### src/rtl/rr_arbiter32.sv
// 32-source round-robin arbiter with a registered grant index that is held until ack.
// Optional grant timeout is enabled by defining ARB_TIMEOUT_EN.
module rr_arbiter32 #(
  parameter int TIMEOUT = 16
) (
  input  logic        clk,
  input  logic        rst_n,
  input  logic [31:0] req,
  input  logic        ack,
  output logic [4:0]  grant_idx,
  output logic        grant_valid,
  output logic        timeout
);

  typedef enum logic {
    IDLE,
    GRANT
  } state_t;

  state_t      state;
  state_t      state_nxt;
  logic [4:0]  ptr;
  logic [4:0]  ptr_nxt;
  logic [4:0]  grant_idx_nxt;
  logic        grant_valid_nxt;
  logic [4:0]  pick_idx;
  logic        pick_found;
  logic        expire;
  logic        release_now;

  // Search upward from ptr for the first requester; the 5-bit sum wraps 31 -> 0.
  always_comb begin
    pick_found = 1'b0;
    pick_idx   = ptr;
    for (int i = 0; i < 32; i++) begin
      if (!pick_found && req[ptr + 5'(i)]) begin
        pick_found = 1'b1;
        pick_idx   = ptr + 5'(i);
      end
    end
  end

`ifdef ARB_TIMEOUT_EN
  localparam logic [7:0] TO_LAST = 8'(TIMEOUT - 1);

  logic [7:0] wait_cnt;

  assign expire = (state == GRANT) && !ack && (wait_cnt == TO_LAST);

  always_ff @(posedge clk or negedge rst_n) begin
    if (!rst_n) begin
      wait_cnt <= 8'd0;
      timeout  <= 1'b0;
    end else begin
      timeout <= expire;
      if (state == IDLE) begin
        wait_cnt <= 8'd0;
      end else if (!ack && !expire) begin
        wait_cnt <= wait_cnt + 8'd1;
      end
    end
  end
`else
  // TIMEOUT only matters when the timeout feature is built in.
  logic [7:0] timeout_cfg_unused;

  assign timeout_cfg_unused = 8'(TIMEOUT);
  assign expire             = 1'b0;
  assign timeout            = 1'b0;
`endif

  assign release_now = (state == GRANT) && (ack || expire);

  always_comb begin
    state_nxt       = state;
    ptr_nxt         = ptr;
    grant_idx_nxt   = grant_idx;
    grant_valid_nxt = grant_valid;
    case (state)
      IDLE: begin
        if (pick_found) begin
          state_nxt       = GRANT;
          grant_idx_nxt   = pick_idx;
          grant_valid_nxt = 1'b1;
        end
      end
      GRANT: begin
        if (release_now) begin
          state_nxt       = IDLE;
          grant_valid_nxt = 1'b0;
          ptr_nxt         = grant_idx + 5'd1;
        end
      end
      default: begin
        state_nxt       = IDLE;
        grant_valid_nxt = 1'b0;
      end
    endcase
  end

  always_ff @(posedge clk or negedge rst_n) begin
    if (!rst_n) begin
      state       <= IDLE;
      ptr         <= 5'd0;
      grant_idx   <= 5'd0;
      grant_valid <= 1'b0;
    end else begin
      state       <= state_nxt;
      ptr         <= ptr_nxt;
      grant_idx   <= grant_idx_nxt;
      grant_valid <= grant_valid_nxt;
    end
  end

endmodule

### config.mk
export PLATFORM = sky130hd
export DESIGN_NAME = rr_arbiter32
export DESIGN_NICKNAME = d
export VERILOG_FILES = /design/src/rtl/rr_arbiter32.sv
export SDC_FILE = /design/constraint.sdc
export NUM_CORES = 1
export LEC_CHECK = 0
export BUFFER_PORTS_ARGS = -buffer_cell sky130_fd_sc_hd__buf_2
export CAP_MARGIN = 15
export CORE_MARGIN = 2
export CORE_UTILIZATION = 47
export CTS_BUF_LIST = sky130_fd_sc_hd__clkbuf_4 sky130_fd_sc_hd__clkbuf_8 sky130_fd_sc_hd__clkbuf_16
export CTS_CLUSTER_SIZE = 20
export DETAILED_ROUTE_END_ITERATION = 16
export PLACE_DENSITY = 0.64
export REMOVE_ABC_BUFFERS = 1
export SKIP_LAST_GASP = 1
export SYNTH_ARGS = -nofsm -noshare
export SYNTH_HDL_FRONTEND = slang
export SYNTH_SLANG_ARGS = --single-unit
### constraint.sdc
create_clock -name clk -period 4.9 [get_ports clk]
set_clock_uncertainty 0.05 [all_clocks]
set_input_delay 0.49 -clock clk [delete_from_list [all_inputs] [get_ports clk]]
set_output_delay 0.49 -clock clk [all_outputs]
set_load 0.01 [all_outputs]
* After elaboration in Yosys (flattened, before gate mapping) *
Cells that the tools add are included.

word-level totals
  bits in registers = 12
  output and inout bits = 7
  logic and storage cells = 270

cells by class
  add/sub/neg operators = 32
  order comparisons = 32
  eq/ne operators = 2
  multiplexer cells = 133
  bitwise operators = 1
  reductions and logical operators = 66

operators with widths
  cell                                                                   count
  5-bit by 6-bit < comparator with 1-bit output (second input constant)  32
  1-bit binary-select mux with 5-bit select                              32
  5-bit two-way mux                                                      31
  5-bit adder (second input constant)                                    16
  1-bit two-way mux                                                      68
  5-bit by 4-bit adder with 5-bit output (second input constant)         8
  1-bit logical AND                                                      32
  1-bit logical NOT                                                      31
  5-bit by 3-bit adder with 5-bit output (second input constant)         4
  5-bit by 1-bit adder with 5-bit output (second input constant)         2
  5-bit by 2-bit adder with 5-bit output (second input constant)         2
  2-bit AND reduction                                                    3
  1-bit one-hot mux with 2 select lines                                  2
  2-bit by 1-bit != test with 1-bit output (second input constant)       1
  2-bit != test (second input constant)                                  1
  1-bit inverter                                                         1

* Logic depth before layout (Yosys ltp) *
Gate-level depths: netlist of run 1.

  word-level depth = 98
  depth in mapped cells = 23
  gate-level depth less buffers = 14

* Worst setup path after synthesis of run 1 *
OpenSTA, ideal clock, no wires.

  path type = register -> register
  start point = reg ptr[1]
  end point = reg grant_idx[2]
  setup time = 0.132 ns
  arrival time = 5.072 ns
  data required time = 4.718 ns
  setup slack = -0.354 ns
  stages on the path, launching flop included = 20
  path buffers = 6
  clock period less this slack = 5.254 ns
  cell sequence = dfrtp_1 buf_6 buf_8 buf_2 buf_2 inv_1 ha_1 buf_4 buf_6 mux4_2 mux4_2 mux2_2 nor2_1 nand4_1 or4_4 or2_1 o221ai_2 nor3_1 a2111oi_1 nor2_1

between the ends
  longest elaborated chain between the ends = 97
  elaborated cells between the ends (all ways) = 221

ends and longest elaborated chain
  element                                                                          line  text
  from (decl)                                                                      22    logic [4:0] ptr;
  from (signal assigned)                                                           109   ptr <= ptr_nxt;
  branches (longest 97 deep; another with 5-bit by 1-bit adder with 5-bit output)  --
  to (signal assigned)                                                             110   grant_idx <= grant_idx_nxt;
  to (decl)                                                                        10    output logic [4:0] grant_idx,

Parallel ways; which one is timed is not known. The select of a mux whose other input is x is not followed.
A chain may end at the register's enable or synchronous reset.

* Worst setup path in the final report of run 1 *
  start point = reg ptr[2]
  end point = reg grant_idx[0]

between the ends
  longest elaborated chain between the ends = 97
  elaborated cells between the ends (all ways) = 221

ends and longest elaborated chain
  element
  branches (longest 97 deep; another with 5-bit by 1-bit adder with 5-bit output)

Parallel ways; which one is timed is not known. The select of a mux whose other input is x is not followed.

==> results by group, run 1 <==
Outcome
  – Status: finished clean

Floorplan
  – Cell row count: 44
  – Total core area: 0.0144 mm²
  – IO Pins: 42
  – Chip height: 124 µm
  – Die area: 0.0155 mm²
  – Horiz. Die Dim: 124 µm
  – Initial Util: 47.4%

CTS
  – Post CTS Setup Buffer Count: 0
  – Clock tree buffer depth: 2
  – Clock Latency Late Sink: 0.25 ns
  – Clk slew on worst S/H paths: 0.06 ns
  – CTS buffer count: 3
  – Clock sinks: 12
  – CTS Root Cell: clkbuf_16
  – CTS tree: done
  – H-Tree Depth: 1

Logic synthesis
  – Simple-gate share of the synthesized area: 22.2%
  – Post-synth EDFFs: 0
  – Avg Cell Area, Syn: 8.52 µm²
  – Cell Area, Synth: 0.00682 mm²
  – Post-synthesis cell type count: 95
  – Post-synthesis mux area share: 38.7%
  – Top_reg_cell synth: dfrtp_1
  – Seq/Total Area, Yosys: 4.41%
  – YS warnings: 0
  – Xor and xnor fraction of the mapped netlist area: 3.82%
  – Largest family of logic cells by synthesized area: multiplexers
  – #FFs+latches synth: 12
  – Post-Syn Instances: 800
  – Async set-reset flop share out of synthesis: 100%
  – Compound-gate portion of the synthesized area: 22.7%
  – Adder-Cell Fraction of Synth Area: 2.39%

Drt
  – Vias post-DR: 8162
  – Via density per instance: 7.50
  – First-pass DRT Iterations: 7
  – Post-Route WL: 33.5 mm
  – DRT iter0 DRCs: 971
  – Residual DRC count: 0
  – Drt wl/cell: 30.8 µm
  – ANT nets after route: 0

Global route
  – Total congestion overflow: 0
  – GRT Resource Usage Total: 42.0%
  – Vias in the first global route: 7784
  – Initial antenna violation count: 1
  – Global-route wire length before repair: 49.5 mm
  – Largest net degree at the start of global routing: 52

Final layout
  – Multi-input gate area: 0.00614 mm²
  – Most frequent cells in the layout: buf_4 (104), nand2_1 (71), mux4_2 (62), nor2_1 (58), mux2i_1 (49)
  – Share of layout cells above drive strength 1: 34.7%
  – Final instance area: 0.00792 mm²
  – Nets: 951
  – Area Growth Syn to Fin: 16.2%
  – FF/Latch Area: 304 µm²
  – Fill cells: 1343
  – Most common cell after layout, fill and taps aside: buf_4

Timing
  – Final hold violations: 0
  – Slew Limit Fails: 0
  – Fin crit period: 4.88 ns
  – RSZ-0062 raised after global routing: true
  – Slew Limit Headroom: 35.3%
  – Final hold slack: 0.100 ns
  – Slew @ Worst Pin: 0.963 ns
  – Endpoints failing setup: 0
  – Fmax: 205 MHz
  – Tcrit/Tclk final: 99.7%

Critical path
  – CP required: 4.98 ns
  – Critical path peak fanout: 12
  – RR Startpoint: ptr[2]
  – Worst Path Class, Setup: reg2reg
  – Arrival time worst endpoint: 4.97 ns
  – Worst Setup SP: ptr[2]
  – Crit path launch type: flop
  – Kind of end point of the critical path: flop

Place
  – Final Wtd Congestion: 1.09
  – Post-DP Area: 0.00780 mm²
  – HPWL Detailed: 27.1 mm
  – Number of port buffers: 40

Min path
  – Worst hold path class: in2async

Job
  – # Max-Cap Violations: 0
[cells by family (layout without fill, tap and decap cells)]
logic type      after synthesis  after routing
other cells                   1              3
buf+inv                      74            176
flops                        12             12
compound gates              217            217
simple gates                285            285
mux                         170            170
xor+xnor                     28             28
fa+ha+maj                    13             13
[cells in the mapped netlist, types with 14 or more instances]
master     n  share of area (%)
nand2_1   71                3.9
mux4_2    62                 20
nor2_1    58                3.2
mux2i_1   50                7.3
mux2_2    45                7.4
o21ai_0   43                3.2
a21oi_1   39                2.9
nand3_1   32                2.3
nor3_1    24                1.8
inv_1     21                1.2
clkbuf_1  18               0.99
o22ai_1   18                1.7
nand4_1   17                1.6
xnor2_1   17                2.2
and3_1    15                1.4
buf_2     14                1.0
[layout make-up]
| class | count | area share (%) |
|---|---|---|
| multi-input combinational | 714 | 77.5 |
| antenna | 2 | 0.0632 |
| inverter | 24 | 1.14 |
| tap | 184 | 2.91 |
| sequential | 12 | 3.84 |
| timing repair buffer | 148 | 13.4 |
| clock buffer | 4 | 1.12 |
[sequential cells by signal, summed over array words and instances (netlist names)]
signal / count
state: 1
grant_valid: 1
ptr: 5
grant_idx: 5
[through the flow]
stage	setup WS, ns	TNS (ns)	cells	utilization [%]
2_1_floorplan	-2.21	-12.53	750	-
3_3_place_gp	0.0198	0	1082	54.3
3_5_place_dp	0.0365	0	1082	54.3
4_1_cts	0.0157	0	1086	54.9
5_1_grt	-0.0361	-0.0361	1086	55.1
6_report	0.0163	0	1088	55.1
[per-layer routing]
layer | vias up | part of all wire, % | global-route usage [%]
met5 | - | 0 | 0
met4 | 0 | 8.6 | 28.3
met3 | 179 | 11 | 6.96
met2 | 655 | 45 | 66.7
met1 | 3933 | 36 | 52.5
li1 | 3395 | - | -
[critical path, stage by stage, from the launching register on]
cell     delay (ns)
dfrtp_1        0.38
buf_4          0.20
ha_1           0.27
xor2_2         0.33
buf_12         0.21
mux4_2         0.39
mux4_2         0.60
nand3_2        0.19
or3_1          0.35
nor3_2         0.12
or4_1          0.62
nor4_1         0.36
nand4_1        0.17
xnor2_1        0.21
mux2_2         0.31
[worst paths after layout]
check                          endpoint  slack [ns]  cells after the start
setup / recovery           grant_idx[0]        0.02                     14
hold / removal              grant_valid        0.10                      1
setup reg to reg           grant_idx[0]        0.02                     14
hold reg to reg             grant_valid        0.45                      1
max in group asynchronous        ptr[1]        4.40                      1
min in group clk            grant_valid        0.45                      1
[repair_timing]
| item | 4_1_cts | 5_1_grt |
|---|---|---|
| hold buffers | 0 | 0 |
| gates resized for setup | 0 | 5 |
| endpoints found under the setup margin | 0 | 3 |
Power of run 1 is not shown: default switching activity piles up to over one toggle a cycle in this logic, so the estimate is an artifact.
==> run 2, diff against run 1 <==
- PLACE_DENSITY: 0.64 -> 0.61
- clock period: 4.9 -> 6 ns (I/O delays scaled with it)
==> results by group, run 2 (same netlist as run 1, synthesis figures left out) <==
Final layout
  – Area Growth Syn to Fin: 8.48%
  – Ant diodes: 0
  – Core Util, Final: 51.5%
  – Biggest regs: grant_idx (5), ptr (5)
  – Share of layout cells above drive strength 1: 29.5%
  – Most common cell after layout, fill and taps aside: nand2_1
  – Nets: 890
  – Most frequent cells in the layout: nand2_1 (71), mux4_2 (62), nor2_1 (58), mux2i_1 (50), buf_4 (47)
  – Non-Filler Instances: 1025

CTS
  – Post CTS Setup Buffer Count: 0
  – CTS buffer count: 3
  – CTS Hold Bufs: 0
  – Clk slew on worst S/H paths: 0.05 ns
  – Clock tree buffer depth: 2
  – H-Tree Depth: 1
  – Clock Latency Late Sink: 0.24 ns
  – Clock sinks: 12
  – Post_cts resized: 0
  – CTS tree: done
  – CTS Root Cell: clkbuf_16

Global route
  – Vias in the first global route: 7463
  – GRT Resource Usage Total: 39.5%
  – Initial antenna violation count: 2
  – Total congestion overflow: 0
  – Largest net degree at the start of global routing: 33
  – Global-route wire length before repair: 47.0 mm

Critical path
  – Arrival time worst endpoint: 5.47 ns
  – Worst Setup SP: ptr[3]
  – R2R Path End: grant_idx[0]
  – R2R Setup Slk: 0.61 ns
  – WP buf/inv: 1
  – CP most frequent cell: xnor2_1
  – Worst Path Class, Setup: reg2reg
  – Delay-heaviest family, CP: simple AND/OR/NAND/NOR gates
  – CP required: 6.08 ns
  – Critical path peak fanout: 17
  – Slowest cell on the critical path: dfrtp_1
  – Crit path depth: 13
  – Kind of end point of the critical path: flop
  – R2R depth: 13
  – CP Cell Sequence: ha_1 > a21oi_1 > xnor2_1 > mux4_2 > nand2_1 > or3_1 > nor3_2 > buf_4 > or4_1 > nor4_1 > nand4_1 > xnor2_1 > mux2_2
  – Crit path launch type: flop
  – Critical Path Max Stage Delay: 0.87 ns
  – RR Startpoint: ptr[3]
  – End of the critical path: grant_idx[0]

Floorplan
  – Total core area: 0.0144 mm²
  – IO Pins: 42
  – Cell row count: 44
  – Initial Util: 47.4%
  – Die area: 0.0155 mm²
  – Chip height: 124 µm
  – Horiz. Die Dim: 124 µm

Drt
  – Vias post-DR: 7782
  – DRT iter0 DRCs: 1220
  – Drt wl/cell: 30.8 µm
  – Post-Route WL: 31.6 mm
  – Residual DRC count: 0
  – Top layer in use: met5
  – Met1 WL: 11.7 mm
  – Via density per instance: 7.59
  – First-pass DRT Iterations: 12
  – WL met3: 3.77 mm
  – Met2 wire length: 13.8 mm
  – ANT nets after route: 0

Timing
  – Slew @ Worst Pin: 1.16 ns
  – Fmax: 186 MHz
  – Setup ws final: 0.614 ns
  – RSZ-0062 raised after global routing: false
  – Final hold violations: 0
  – Slew Limit Fails: 0
  – Endpoints failing setup: 0
  – Tcrit/Tclk final: 89.8%
  – Slew Limit Headroom: 23.0%
  – Fin crit period: 5.39 ns
  – Final setup TNS: 0 ns

Place
  – Inst Count DP: 1021
  – Pre-CTS setup slack: 0.748 ns
  – HPWL Detailed: 25.2 mm
  – Final Wtd Congestion: 1.09
  – Number of port buffers: 40

Job
  – # Max-Cap Violations: 0

Outcome
  – Status: finished clean

Min path
  – Worst hold path class: in2async
## run 2: cell count changes in the layout (fill, tap and decap cells not counted), moves of 2 or more
cell,delta
buf_12,-4
buf_4,-57
diode_2,-2
nor3_1,+2
nor3_2,-2
## run 2: worst min path at each step
stage	startpoint	endpoint	slack, ns	cells past startpoint
finish	rst_n	grant_idx[0]	0.20	1
global route	rst_n	grant_idx[0]	0.22	1
CTS	rst_n	grant_idx[0]	0.20	1
detailed placement	grant_valid	grant_valid	0.43	1
global placement	grant_valid	grant_valid	0.44	1
floorplan	rst_n	grant_idx[0]	0.25	0
## run 2: metrics by stage
stage          hold slack [ns]  instance area (µm²)
3_3_place_gp             0.440                 7300
5_1_grt                  0.218                 7390
2_1_floorplan            0.254                 6510
4_1_cts                  0.199                 7390
6_report                 0.197                 7390
3_5_place_dp             0.431                 7300
## run 2: layout make-up
class	count	area [µm²]
flip-flops and latches	12	303
clock buffers	4	88.8
inverters	24	90.1
multi-input cells	714	6130
fillers	1377	6980
well taps	184	230
repair buffers	87	553
## run 2: per-layer routing
metal  GRT usage [%]  vias to the layer above
met1            50.3                     3750
met2            60.8                      590
met3            10.5                      159
met4            22.3                        4
li1                -                     3279
met5               0                        -
Power of run 2 is left out for the same reason.
==> run 3, diff against run 2 <==
- CORE_UTILIZATION: 47 -> 45
- PLACE_DENSITY: 0.61 -> 0.59
==> results by group, run 3 (same netlist as run 1, synthesis figures left out) <==
Timing
  – Endpoints failing setup: 0
  – Tcrit/Tclk final: 91.6%
  – Final hold violations: 0
  – Fin crit period: 5.50 ns
  – Slew @ Worst Pin: 0.908 ns
  – Slew Limit Headroom: 39.4%
  – Fmax: 182 MHz
  – Final hold slack: 0.183 ns
  – RSZ-0062 raised after global routing: false
  – Slew Limit Fails: 0

Critical path
  – Worst Setup SP: ptr[1]
  – RR Startpoint: ptr[1]
  – Kind of end point of the critical path: flop
  – CP required: 6.07 ns
  – Worst Path Class, Setup: reg2reg
  – R2R Path End: grant_idx[1]
  – Arrival time worst endpoint: 5.56 ns
  – R2R depth: 13
  – Critical path peak fanout: 49
  – End of the critical path: grant_idx[1]
  – R2R Setup Slk: 0.50 ns
  – Crit path launch type: flop

Drt
  – First-pass DRT Iterations: 7
  – ANT nets after route: 0
  – Post-Route WL: 30.6 mm
  – Residual DRC count: 0
  – Vias post-DR: 7699
  – Via density per instance: 7.54
  – DRT iter0 DRCs: 1025
  – Drt wl/cell: 30.0 µm

Final layout
  – Ant diodes: 0
  – Area Growth Syn to Fin: 8.04%
  – Biggest regs: grant_idx (5), ptr (5)
  – Most frequent cells in the layout: nand2_1 (71), mux4_2 (62), nor2_1 (58), mux2i_1 (50), mux2_2 (45)
  – Nets: 886
  – Share of layout cells above drive strength 1: 29.2%
  – Most common cell after layout, fill and taps aside: nand2_1
  – Core Util, Final: 50.3%

Floorplan
  – Cell row count: 44
  – IO Pins: 42
  – Initial Util: 46.5%
  – Horiz. Die Dim: 127 µm
  – Chip height: 127 µm
  – Die area: 0.0161 mm²
  – Total core area: 0.0146 mm²

CTS
  – CTS buffer count: 3
  – CTS tree: done
  – Post_cts resized: 0
  – Clock tree buffer depth: 2
  – H-Tree Depth: 1
  – CTS Root Cell: clkbuf_16
  – Post CTS Setup Buffer Count: 0
  – CTS Hold Bufs: 0
  – Clock sinks: 12
  – Clock Latency Late Sink: 0.25 ns
  – Clk slew on worst S/H paths: 0.05 ns

Global route
  – M1 GR Usage: 51.5%
  – Global route hottest layer: met2
  – Largest net degree at the start of global routing: 50
  – Total congestion overflow: 0
  – Global-route wire length before repair: 45.7 mm
  – Met2 GRT Util: 57.0%
  – Met3 Use GR: 9.51%
  – GRT Resource Usage Total: 37.6%
  – Initial antenna violation count: 0
  – Vias in the first global route: 7335

Place
  – Final Wtd Congestion: 1.04
  – Number of port buffers: 40
  – HPWL Detailed: 24.2 mm

Job
  – # Max-Cap Violations: 0

Min path
  – Worst hold path class: in2async

Outcome
  – Status: finished clean
==> run 3: cell count changes in the layout (fill, tap and decap cells not counted) <==
cell     previous run  this run
xor2_2              0         1
xnor2_2             3         2
buf_4              47        43
xor2_1              9         8
xnor2_1            16        17
==> run 3: worst max-delay path: stages, from the launching register on <==
cell and delay (ns):
dfrtp_2 0.42, buf_4 0.56, mux4_2 0.60, mux2i_1 0.63
o22ai_1 0.29, a221o_1 0.47, nor3_4 0.30, and3_1 0.50
nand3_4 0.21, nor4_4 0.40, a31oi_2 0.30, mux2_2 0.38
nor3_2 0.15, a21oi_1 0.08
==> run 3: per-layer routing <==
metal	routed length (µm)	vias up	share of wire (%)
li1	-	3257	-
met1	11900	3756	39
met2	13200	590	43
met3	4000	96	13
met4	1550	0	5.1
met5	0	-	0
==> run 3: worst min-delay path by stage <==
| stage | startpoint | to | slack [ns] |
|---|---|---|---|
| finish | rst_n | grant_idx[0] | 0.18 |
| CTS | rst_n | grant_idx[0] | 0.19 |
| global placement | rst_n | grant_idx[0] | 0.45 |
| global route | rst_n | grant_idx[0] | 0.21 |
| floorplan | rst_n | grant_idx[0] | 0.25 |
| detailed placement | rst_n | grant_idx[0] | 0.45 |
==> run 3: metrics by stage <==
step | setup TNS [ns] | cells | setup slack, ns | instance area [µm²]
6_report | 0 | 1021 | 0.502 | 7360
5_1_grt | 0 | 1021 | 0.294 | 7360
4_1_cts | 0 | 1021 | 0.614 | 7360
3_5_place_dp | 0 | 1017 | 0.626 | 7270
3_3_place_gp | 0 | 1017 | 0.629 | 7270
2_1_floorplan | -4.83 | 750 | -1.11 | 6510
==> run 3: area by class of cell <==
type	count	area, µm²
clock buffer	4	88.8
inverter	24	90.1
tap	184	230
timing repair buffer	83	523
sequential	12	303
fill	1411	7280
multi-input combinational	714	6130
Power of run 3 is left out for the same reason.
